File: config.mk
export PLATFORM = sky130hd
export DESIGN_NAME = melody_seq
export DESIGN_NICKNAME = d
export VERILOG_FILES = /design/src/rtl/melody_seq.sv
export SDC_FILE = /design/constraint.sdc
export NUM_CORES = 1
export LEC_CHECK = 0
export ABC_AREA = 0
export BUFFER_PORTS_ARGS = -buffer_cell sky130_fd_sc_hd__clkbuf_2
export CAP_MARGIN = 20
export CORE_MARGIN = 8
export CORE_UTILIZATION = 66
export CTS_BUF_LIST = sky130_fd_sc_hd__clkbuf_16
export CTS_CLUSTER_SIZE = 14
export DETAILED_ROUTE_END_ITERATION = 10
export GPL_TIMING_DRIVEN = 1
export PLACE_DENSITY_LB_ADDON = 0.08
export RECOVER_POWER = 25
export SLEW_MARGIN = 20
export SYNTH_ARGS = -nofsm -noshare
export SYNTH_HDL_FRONTEND = slang
export SYNTH_SLANG_ARGS = --single-unit
File: constraint.sdc
create_clock -name clk -period 5.25 [get_ports clk]
set_input_delay 1.575 -clock clk [delete_from_list [all_inputs] [get_ports clk]]
set_output_delay 1.575 -clock clk [all_outputs]
set_load 0.005 [all_outputs]
File: src/rtl/melody_seq.sv
// Score-RAM driven melody sequencer: plays {len, div} entries as a square wave
// on beep, with fixed beat length, inter-note gap, loop and stop control.
module melody_seq #(
  parameter int unsigned DIV_W    = 32,
  parameter int unsigned LEN_W    = 4,
  parameter int unsigned ADDR_W   = 5,
  parameter int unsigned BEAT_CYC = 12_500_000,
  parameter int unsigned GAP_CYC  = 500_000
) (
  input  logic              clk,
  input  logic              rst,
  input  logic              wr_en,
  input  logic [ADDR_W-1:0] wr_addr,
  input  logic [DIV_W-1:0]  wr_div,
  input  logic [LEN_W-1:0]  wr_len,
  input  logic              start,
  input  logic              stop,
  input  logic              loop_en,
  output logic              beep,
  output logic              busy,
  output logic [ADDR_W-1:0] note_idx,
  output logic [DIV_W-1:0]  cur_div,
  output logic              done
);

  localparam int unsigned DEPTH = 2 ** ADDR_W;
  localparam int unsigned BC_W  = (BEAT_CYC > 1) ? $clog2(BEAT_CYC) : 1;
  localparam int unsigned GC_W  = (GAP_CYC > 0) ? $clog2(GAP_CYC + 1) : 1;
  localparam logic [BC_W-1:0]   BC_LAST  = BC_W'(BEAT_CYC - 1);
  localparam logic [GC_W-1:0]   GC_LAST  = GC_W'((GAP_CYC > 0) ? GAP_CYC - 1 : 0);
  localparam logic [ADDR_W-1:0] PTR_LAST = '1;

  typedef enum logic [1:0] {
    S_IDLE,
    S_LOAD,
    S_PLAY,
    S_GAP
  } state_e;

  state_e            state_q, state_d;
  logic [ADDR_W-1:0] ptr_q, ptr_d;
  logic [DIV_W-1:0]  cur_div_q, cur_div_d;
  logic [LEN_W-1:0]  len_q, len_d;
  logic [BC_W-1:0]   bc_q, bc_d;
  logic [LEN_W-1:0]  beat_q, beat_d;
  logic [GC_W-1:0]   gap_q, gap_d;
  logic [DIV_W-1:0]  tone_q, tone_d;
  logic              beep_q, beep_d;
  logic              done_q, done_d;
  logic              adv, eos;

  logic [DIV_W-1:0]  div_mem [DEPTH];
  logic [LEN_W-1:0]  len_mem [DEPTH];
  logic [DIV_W-1:0]  ent_div;
  logic [LEN_W-1:0]  ent_len;

  // Score storage is deliberately outside the reset domain.
  always_ff @(posedge clk) begin
    if (wr_en) begin
      div_mem[wr_addr] <= wr_div;
      len_mem[wr_addr] <= wr_len;
    end
  end

  assign ent_div = div_mem[ptr_q];
  assign ent_len = len_mem[ptr_q];

  always_ff @(posedge clk or negedge rst) begin
    if (!rst) begin
      state_q   <= S_IDLE;
      ptr_q     <= '0;
      cur_div_q <= '0;
      len_q     <= '0;
      bc_q      <= '0;
      beat_q    <= '0;
      gap_q     <= '0;
      tone_q    <= '0;
      beep_q    <= 1'b0;
      done_q    <= 1'b0;
    end else begin
      state_q   <= state_d;
      ptr_q     <= ptr_d;
      cur_div_q <= cur_div_d;
      len_q     <= len_d;
      bc_q      <= bc_d;
      beat_q    <= beat_d;
      gap_q     <= gap_d;
      tone_q    <= tone_d;
      beep_q    <= beep_d;
      done_q    <= done_d;
    end
  end

  always_comb begin
    state_d   = state_q;
    ptr_d     = ptr_q;
    cur_div_d = cur_div_q;
    len_d     = len_q;
    bc_d      = bc_q;
    beat_d    = beat_q;
    gap_d     = gap_q;
    tone_d    = tone_q;
    beep_d    = beep_q;
    done_d    = 1'b0;
    adv       = 1'b0;
    eos       = 1'b0;

    unique case (state_q)
      S_IDLE: begin
        beep_d    = 1'b0;
        cur_div_d = '0;
        if (start && !stop) begin
          state_d = S_LOAD;
          ptr_d   = '0;
        end
      end
      S_LOAD: begin
        cur_div_d = ent_div;
        len_d     = ent_len;
        if (ent_len != '0) begin
          state_d = S_PLAY;
          bc_d    = '0;
          beat_d  = '0;
          tone_d  = '0;
          beep_d  = 1'b0;
        end else begin
          eos = 1'b1;
        end
      end
      S_PLAY: begin
        if (cur_div_q == '0) begin
          beep_d = 1'b0;
          tone_d = '0;
        end else if (tone_q == cur_div_q - DIV_W'(1)) begin
          beep_d = ~beep_q;
          tone_d = '0;
        end else begin
          tone_d = tone_q + DIV_W'(1);
        end
        if (bc_q == BC_LAST) begin
          bc_d = '0;
          if (beat_q == len_q - LEN_W'(1)) begin
            beep_d = 1'b0;
            tone_d = '0;
            if (GAP_CYC != 0) begin
              state_d = S_GAP;
              gap_d   = '0;
            end else begin
              adv = 1'b1;
            end
          end else begin
            beat_d = beat_q + LEN_W'(1);
          end
        end else begin
          bc_d = bc_q + BC_W'(1);
        end
      end
      S_GAP: begin
        if (gap_q == GC_LAST) begin
          adv = 1'b1;
        end else begin
          gap_d = gap_q + GC_W'(1);
        end
      end
      default: state_d = S_IDLE;
    endcase

    if (adv) begin
      if (ptr_q == PTR_LAST) begin
        eos = 1'b1;
      end else begin
        ptr_d   = ptr_q + ADDR_W'(1);
        state_d = S_LOAD;
      end
    end

    if (eos) begin
      if (loop_en) begin
        ptr_d   = '0;
        state_d = S_LOAD;
      end else begin
        state_d   = S_IDLE;
        cur_div_d = '0;
        done_d    = 1'b1;
      end
    end

    // Abort overrides every transition above, including a completing one.
    if (stop && state_q != S_IDLE) begin
      state_d   = S_IDLE;
      cur_div_d = '0;
      beep_d    = 1'b0;
      done_d    = 1'b0;
      tone_d    = '0;
      bc_d      = '0;
      beat_d    = '0;
      gap_d     = '0;
    end
  end

  assign beep     = beep_q;
  assign busy     = (state_q != S_IDLE);
  assign note_idx = ptr_q;
  assign cur_div  = cur_div_q;
  assign done     = done_q;

endmodule

### Word-level counts from Yosys, hierarchy flattened

Memory sizes are Yosys's and may differ from the RTL's.
Index checks and enable logic that the tools add are counted.

* output and inout bits: 40
* memories: 2
* register bits: 124
* bits in writable memories: 1152
* word-level logic and storage cells: 106
* input bits: 47

Memories
* div_mem: depth 32, width 32, read ports 1, clocked after Yosys merged registers in 0, wr ports 1, line 52 `logic [DIV_W-1:0] div_mem [DEPTH];`
* len_mem: depth 32, width 4, read ports 1, clocked after Yosys merged registers in 0, wr ports 1, line 53 `logic [LEN_W-1:0] len_mem [DEPTH];`

* add/subtract/negate cells: 7
* equality and inequality tests: 13
* mux-type cells: 59
* reduce and logical (&&, ||, !) cells: 14
* bitwise gates (word level): 1

Operators by type and width (number)
* $mux 32: 9
* $pmux 32 s2: 2
* $mux 19: 4
* $mux 24: 3
* $pmux 24 s2: 1
* $pmux 19 s2: 1
* $add 32x1->32 const B: 1
* $eq 32x32->1: 1
* $logic_not 32->1: 1
* $sub 32x1->32 const B: 1
* $mux 5: 6
* $add 24x1->24 const B: 1
* $eq 24x24->1 const B: 1
* $add 19x1->19 const B: 1
* $eq 19x19->1 const B: 1
* $mux 1: 18
* $mux 2: 8
* $mux 4: 4
* $ne 3x3->1 const B: 5
* $pmux 4 s2: 1
* $reduce_and 4->1: 2
* $reduce_bool 4->1: 2
* $pmux 2 s3: 1
* $reduce_bool 3->1: 2
* other kinds (14): 17

### Longest topological paths before layout

Gate-level depths: netlist of run 1.

* depth in word-level cells: 9
* depth in mapped cells: 14
* gate-level depth less buffers: 11

### Worst setup path before layout of run 1

No wires, ideal clock.

* path kind: input to register
* from: input port wr_addr[1]
* to: memory div_mem[12][0], enable pin
* buffers on the path: 1
* data required time: 4821 ps
* setup time: 429 ps
* arrival time: 3754 ps
* path slack: 1067 ps
* stages: 3
* path through: or3b_2 clkbuf_1 nor2_1

RTL lines
* start: declaration: line 13 `input logic [ADDR_W-1:0] wr_addr,`
* end: declaration: line 52

Straight into the memory's write port.

### Final worst setup path of run 1

* from: register cur_div_q[0], in the netlist cur_div[0]
* to: register tone_q[10]

* cells in the longest elaborated chain, start to end: 8
* elaborated cells on any way between the ends: 9
* those cells by class: 1 x add/sub; 1 x eq/ne; 6 x mux; 1 x reduce/logical

RTL lines
* start: declaration: line 42 `logic [DIV_W-1:0] cur_div_q, cur_div_d;`
* start signal: assignment: line 83 `cur_div_q <= cur_div_d;`
* $sub 32x1->32: line 134 `end else if (tone_q == cur_div_q - DIV_W'(1)) begin`
* $eq 32x32->1: line 134
* $mux 32: line 134
* $mux 32 *: line 131 `if (cur_div_q == '0) begin`
* $mux 32: line 142 `if (beat_q == len_q - LEN_W'(1)) begin`
* $mux 32 *: line 140 `if (bc_q == BC_LAST) begin`
* $pmux 32 s2 *: line 108 `unique case (state_q)`
* $mux 32 *: line 189 `if (stop && state_q != S_IDLE) begin`
* end signal: assignment: line 88 `tone_q <= tone_d;`
* end: declaration: line 47 `logic [DIV_W-1:0] tone_q, tone_d;`

Every way passes the cells marked *; elsewhere a longest branch is shown, timed or not.
A chain may end at the register's enable or synchronous reset.

==> summary.txt, run 1 <==
Clock tree
  • Post-cts hold buffer count: 0
  • CTS tree: done
  • Worst-Skew Late Latency: 0.72 ns
  • CTS buffer count: 130
  • Clock transition at the registers of the reported paths: roughly 0.060 ns
  • Post-CTS sizing: 0
  • Max Buffers Root-to-Sink: 3
  • Root Driver: clkbuf_16
  • Post-CTS Setup Bufs: 0
  • Clk sinks: about 1.3k
  • Number of H-tree branching levels: 4

Critical path
  • Arrival time at the worst endpoint: roughly 5.0 ns
  • FF-to-FF Start: cur_div[0]
  • Top cell family by delay on the critical path: simple AND/OR/NAND/NOR gates
  • Worst path required time: between 5 and 6 ns
  • Worst path cell trace: inv_1, ha_1, nor4b_1, buf_4, nand3_1, or3_1, nor3_1, o221ai_2, nor4_4, nor2b_2, buf_4, nand2b_1, o311ai_0
  • Worst path slowest cell: nand2b_1
  • Most used cell, CP: buf_4
  • Setup CP Type: reg2reg
  • CP max FO: 21
  • Buffers plus inverters on the worst setup path: 3
  • Worst Setup SP: cur_div[0]
  • Worst Setup Start Kind: flop
  • Critical path capture point type: flop
  • CP max stage delay: around 0.67 ns

Global route
  • First-pass GRT wire length: ~190000 um
  • Initial antenna violation count: 5
  • Total gr overflow: 0
  • Largest net degree at the start of global routing: ~140
  • Vias in the first global route: around 28k
  • Gr usage total: 30.1%

Finish
  • Design area: 0.0580 mm^2
  • Layout cells sized above 1: 26.2%
  • Final #Nets: between 2k and 3k
  • Synthesis-to-layout area growth: 12.4%

Min path
  • Tightest Hold Check Type: reg2reg
  • Hold Crit Start: bc_q[13]

Logic synthesis
  • Register area share after synthesis: about three quarters
  • Netlist Area Pre-Place: between 0.05 and 0.06 mm^2
  • Predominant post-synthesis flop cell: edfxtp_1
  • Post-synth top area share: about 67%
  • Leading area contributor after synthesis: edfxtp_1
  • #FFs+latches synth: roughly 1.3k
  • Synthesized Nets: around 2.7k
  • Main area contributors after synthesis: edfxtp_1 (67%), mux4_2 (15%), dfrtp_1 (6.0%)
  • Top post-synthesis cells by count: edfxtp_1 (1152), mux4_2 (342), nor2_1 (140)
  • Post-synth EDFFs: 1152
  • Async set-reset flop share out of synthesis: ~9.7%
  • Synth cell types: 74
  • Synthesis warning total: 0
  • Avg Cell Area, Syn: roughly 20 um^2
  • Cells after Synth: ~2.6k
  • Most common cell in the netlist: edfxtp_1

Placement
  • DPL Wire Length: roughly 71000 um
  • I/O Buffers: 86
  • DP Area: ~0.054 mm^2
  • Placer Congestion: ~0.87

Die
  • Die Area: between 0.08 and 0.09 mm^2
  • Initial Utilization: between 60% and 70%
  • Floorplan row count: between 100 and 150
  • Die width: ~300 um
  • Core Box Area: ~0.077 mm^2
  • IO Pins: 87
  • Die H: just under 300 um

Timing
  • Slew of the pin with the lowest slew margin: 1.33 ns
  • Final Hold Fails: 0
  • Setup TNS Final: 0 ns
  • Max Slew Vio Count: 0
  • Tcrit/Tclk final: 84.6%
  • Clock Skew: 0.0430 ns
  • RSZ-0062 raised after global routing: no
  • Final setup violation count: 0
  • Fmax: 225 MHz
  • Slew margin rel.: about an eighth
  • Final min period: about 4.4 ns

Route
  • Pre-Repair DR Iteration Count: 6
  • Final wirelength: around 130000 um
  • Routed Antenna Nets: 0
  • Routed len/inst: between 30 and 40 um
  • Post-DR vias/cell: approximately 7
  • Drt first-iter violations: 3069
  • # DRC: 0
  • Via count: ~27k

Power
  • Final total power: between 0.02 and 0.025 W
  • Leak: 18.5 nW
  • Pwr/cell area: roughly 400 mW/mm^2
  • Peak supply drop: 0.374 mV

Outcome
  • Status: finished clean

Run
  • Max_cap viols: 0
[worst register-to-register path: stages (launching register included)]
cell and delay (ns):
dfrtp_1 0.48, inv_1 0.10, ha_1 0.26, nor4b_1 0.44, buf_4 0.22, nand3_1 0.24, or3_1 0.50, nor3_1 0.30
o221ai_2 0.17, nor4_4 0.34, nor2b_2 0.09, buf_4 0.21, nand2b_1 0.67, o311ai_0 0.28
[sequential cells by signal (all words and copies together), names as in the netlist]
register and cells:
div_mem 1024, len_mem 128, cur_div 32, tone_q 32
bc_q 24, gap_q 19, note_idx 5, beat_q 4
len_q 4, state_q 2, beep 1, done 1
[stage by stage]
stage               utilization (%)  cells  setup slack (ns)  hold slack [ns]
floorplan                         -   2634              1.07            0.450
global placement               69.6   3695             0.836            0.481
detailed placement             69.6   3695             0.831            0.483
CTS                            74.9   3929             0.774            0.496
global route                   74.9   3931             0.500            0.513
finish                         74.9   3933             0.808            0.495
[area by class of cell]
cell class | instances | area, um^2
Inverter | 35 | 131
Fill cell | 4283 | 19400
Sequential cell | 1276 | 37700
Antenna cell | 2 | 5.00
Multi-Input combinational cell | 1185 | 13500
Clock buffer | 132 | 3300
Timing Repair Buffer | 161 | 1300
Tap cell | 1040 | 1300
Clock inverter | 102 | 807
[cells by family (layout without fill, tap and decap cells)]
kind of cell / Yosys count / count (layout) / share of synthesized area, %
multiplexers: 403 / 403 / 16.2
adder cells (fa/ha/maj): 13 / 13 / 0.315
flip-flops: 1276 / 1276 / 73.0
AO/OA/AOI/OAI: 258 / 258 / 3.54
AND/OR/NAND/NOR: 457 / 457 / 4.58
buffers and inverters: 173 / 430 / 1.36
other: 0 / 2 / 0
XOR/XNOR: 54 / 54 / 0.946
[final timing paths]
check,slack (ns),cells past startpoint,endpoint
setup / recovery,0.81,13,tone_q[10]
hold / removal,0.50,1,bc_q[13]
setup reg to reg,0.81,13,tone_q[10]
hold reg to reg,0.50,1,bc_q[13]
max in group asynchronous,3.46,2,bc_q[5]
min in group asynchronous,0.88,1,tone_q[2]
[cells in the final DEF, fill, tap and decap left out, types with 22 or more instances in the layout]
cell / synthesis / final
a21oi_1: 37 / 37
a22oi_1: 38 / 38
and3_1: 25 / 25
buf_12: 1 / 25
buf_4: 0 / 49
clkbuf_1: 96 / 25
clkbuf_16: 0 / 132
clkbuf_2: 0 / 60
clkinv_1: 0 / 31
dfrtp_1: 124 / 120
edfxtp_1: 1152 / 1152
inv_1: 35 / 67
mux2_2: 38 / 38
mux2i_1: 23 / 23
mux4_2: 342 / 342
nand2_1: 72 / 72
nand3_1: 55 / 55
nor2_1: 140 / 107
nor2_4: 0 / 33
nor3_1: 29 / 29
o21ai_0: 57 / 57
o31ai_1: 29 / 29
xnor2_1: 31 / 31
xor2_1: 22 / 22
[where the power goes]
part           total [W]  leakage [nW]  switching (W)  internal, W
Clock            0.00887          2.13        0.00387      0.00500
Combinational    0.00281          4.31        0.00180      0.00102
Sequential        0.0116          12.1       0.000262       0.0113
[layer usage]
| metal | share of wire, % | GRT usage (%) | wire length, um | up-vias |
|---|---|---|---|---|
| li1 | - | - | - | 11200 |
| met1 | 36 | 40.4 | 47100 | 14400 |
| met2 | 51 | 50.4 | 66700 | 1637 |
| met3 | 9.5 | 5.84 | 12400 | 274 |
| met4 | 3.0 | 9.61 | 3940 | 8 |
| met5 | 0.042 | 0 | 55 | - |
No activity file was read; power rests on OpenSTA's default activity.
==> inputs of run 2 (changes only) <==
--- a/config.mk
+++ b/config.mk
@@ -9,7 +9,7 @@
 export BUFFER_PORTS_ARGS = -buffer_cell sky130_fd_sc_hd__clkbuf_2
 export CAP_MARGIN = 20
 export CORE_MARGIN = 8
-export CORE_UTILIZATION = 66
+export CORE_UTILIZATION = 63
 export CTS_BUF_LIST = sky130_fd_sc_hd__clkbuf_16
 export CTS_CLUSTER_SIZE = 14
 export DETAILED_ROUTE_END_ITERATION = 10
==> constraint.sdc (replaced) <==
create_clock -name clk -period 4.3 [get_ports clk]
set_input_delay 1.29 -clock clk [delete_from_list [all_inputs] [get_ports clk]]
set_output_delay 1.29 -clock clk [all_outputs]
set_load 0.005 [all_outputs]
==> run 2 against run 1 <==
  * Non-clock buffer count up 13
  * Critical path depth down 3
  * Clock-buffer cell count up 1
  * Largest power group unchanged
  * Global-route usage down 2.7 points
  * Cell count up 1.2%
  * Maximum frequency up 14%
  * First-iteration DRC count down 6.2%
  * Sequential cell count unchanged
  * Largest cell class unchanged
  * Register-to-register slack worse by 0.39 ns
  * Setup slack worse by 0.39 ns
  * Die area up 4.5%
  * Worst hold slack better by 0.0061 ns
==> summary.txt, run 2 (synthesis gave the netlist of run 1 again) <==
Min path
  • Hold Crit Start: gap_q[3]
  • Tightest Hold Check Type: reg2reg
  • Hold Path End: gap_q[3]
  • Worst hold stages: 1 (unchanged)

Placement
  • I/O Buffers: 86 (unchanged)
  • DPL Wire Length: 67300 um (-4.8%)
  • DP Area: 0.0541 mm^2 (+0.31%)
  • Placer Congestion: 0.890 (+2.1%)

Finish
  • Most frequent cells in the layout: edfxtp_1 (1152), mux4_2 (342), clkbuf_16 (133), dfrtp_1 (120), nor2_1 (107)
  • Design area: 0.0581 mm^2 (+0.11%)
  • Final #Nets: 2862 (+0.46%)
  • Biggest regs: div_mem (1024), len_mem (128)
  • Biggest register: div_mem
  • Number of flip-flops in the largest register: 1024 (unchanged)
  • Layout cells sized above 1: 26.7% (+0.53 points)
  • Synthesis-to-layout area growth: 12.6%
  • Most common cell after layout, fill and taps aside: edfxtp_1

Timing
  • Final setup violation count: 0 (unchanged)
  • Max Slew Vio Count: 0 (unchanged)
  • RSZ-0062 raised after global routing: no
  • Clock Skew: 0.0334 ns (-0.00963 ns)
  • Slew of the pin with the lowest slew margin: 1.26 ns (-0.0695 ns)
  • Fmax: 257 MHz (+14%)
  • Slew margin rel.: 16.3% (+4.6 points)
  • Final Hold Fails: 0 (unchanged)
  • Setup TNS Final: 0 ns (unchanged)
  • Tcrit/Tclk final: 90.3% (+5.7 points)
  • Final min period: 3.88 ns (-0.557 ns)

Clock tree
  • Number of H-tree branching levels: 4 (unchanged)
  • Clock transition at the registers of the reported paths: 0.06 ns (about the same)
  • Clk sinks: 1276 (unchanged)
  • Worst-Skew Late Latency: 0.73 ns (about the same)
  • Root Driver: clkbuf_16
  • Max Buffers Root-to-Sink: 3 (unchanged)
  • CTS tree: done
  • CTS buffer count: 130 (unchanged)
  • Post-cts hold buffer count: 0 (unchanged)

Route
  • Drt first-iter violations: 2880 (-6.2%)
  • Via count: 27.1k (-1.5%)
  • Routed len/inst: 30.8 um (-6.9%)
  • Routed Antenna Nets: 0 (unchanged)
  • Post-DR vias/cell: 6.80 (-2.7%)
  • Pre-Repair DR Iteration Count: 6 (unchanged)
  • # DRC: 0 (unchanged)
  • Final wirelength: 123000 um (-5.9%)

Critical path
  • Worst path required time: 4.86 ns (-0.92 ns)
  • Reg2reg end: tone_q[15]
  • Most used cell, CP: or4_4
  • CP max stage delay: 0.59 ns (-0.08 ns)
  • Setup CP Type: reg2reg
  • CP max FO: 20 (-4.8%)
  • Top cell family by delay on the critical path: simple AND/OR/NAND/NOR gates
  • Arrival time at the worst endpoint: 4.45 ns (-0.53 ns)
  • Critical path capture point type: flop
  • FF-to-FF Start: cur_div[14]
  • Worst R2R Setup Slack: 0.42 ns (-0.39 ns)
  • Buffers plus inverters on the worst setup path: 1 (-2)
  • Worst path cell trace: or4_4, or4_4, or4_4, a21oi_2, o221ai_2, nor4_4, nor2b_4, nand2b_1, buf_4, o311ai_1
  • Worst Setup Start Kind: flop
  • Worst path slowest cell: or4_4
  • Reg2Reg Depth: 10 (-3)

Power
  • Leak: 18.6 nW (+0.22%)
  • Peak supply drop: 0.368 mV (-1.6%)
  • Pwr/cell area: 486 mW/mm^2 (+21%)

Die
  • Core Box Area: 0.0816 mm^2 (+5.3%)
  • Floorplan row count: 105 (+2.9%)
  • IO Pins: 87 (unchanged)
  • Die H: 302 um (+2.2%)
  • Die Area: 0.0913 mm^2 (+4.5%)
  • Die width: 302 um (+2.2%)
  • Initial Utilization: 63.3% (-3.4 points)

Global route
  • Vias in the first global route: 27.4k (-2.1%)
  • Total gr overflow: 0 (unchanged)
  • Initial antenna violation count: 3 (-2)
  • First-pass GRT wire length: 182000 um (-4.1%)
  • Gr usage total: 27.4% (-2.7 points)
  • Largest net degree at the start of global routing: 94 (-30%)

Run
  • Max_cap viols: 0 (unchanged)

Outcome
  • Status: finished clean
## run 2: layout make-up
cell class,instances,area [um^2]
fillers,4845,23500
repair buffers,174,1380
well taps,1070,1340
clock inverters,102,712
diodes,4,10.0
inverters,35,131
multi-input cells,1185,13500
clock buffers,133,3330
flip-flops and latches,1276,37700
## run 2: timing repair
| item | 4_1_cts | 5_1_grt |
|---|---|---|
| resized for setup | 0 | 1 |
| buffers inserted | 0 | 0 |
| setup endpoints to repair | 0 | 17 |
## run 2: routing by layer
metal / GRT usage, % / up-vias / part of all wire [%]
met5: 0 / - / 0
met4: 7.54 / 0 / 2.4
met3: 4.83 / 219 / 8.4
met2: 44.9 / 1240 / 50
met1: 38.5 / 14400 / 39
li1: - / 11200 / -
## run 2: per-stage QoR
step	hold WS, ns	util, %	worst slack [ns]	cells	power (W)
finish	0.501	71.2	0.415	3979	0.0282
CTS	0.503	71.2	0.0963	3975	0.0283
global route	0.529	71.2	0.0664	3975	0.0292
detailed placement	0.494	66.3	0.129	3740	0.0178
global placement	0.482	66.3	0.195	3740	0.0177
floorplan	0.450	-	0.402	2634	0.0166
## run 2: report_power, final
group / internal, W / leakage, nW / total, W / switching (W)
Clock: 0.00591 / 2.10 / 0.0106 / 0.00469
Sequential: 0.0138 / 12.1 / 0.0141 / 0.000289
Combinational: 0.00134 / 4.37 / 0.00353 / 0.00220
## run 2: how the worst max path moves through the flow
stage	from	end	slack, ns	depth (start not counted)
floorplan	wr_addr[1]	div_mem[12][0]	0.40	3
global placement	cur_div[0]	tone_q[27]	0.20	13
detailed placement	cur_div[0]	tone_q[15]	0.13	13
CTS	cur_div[0]	tone_q[29]	0.1	13
global route	cur_div[0]	tone_q[29]	0.07	13
finish	cur_div[14]	tone_q[15]	0.42	10
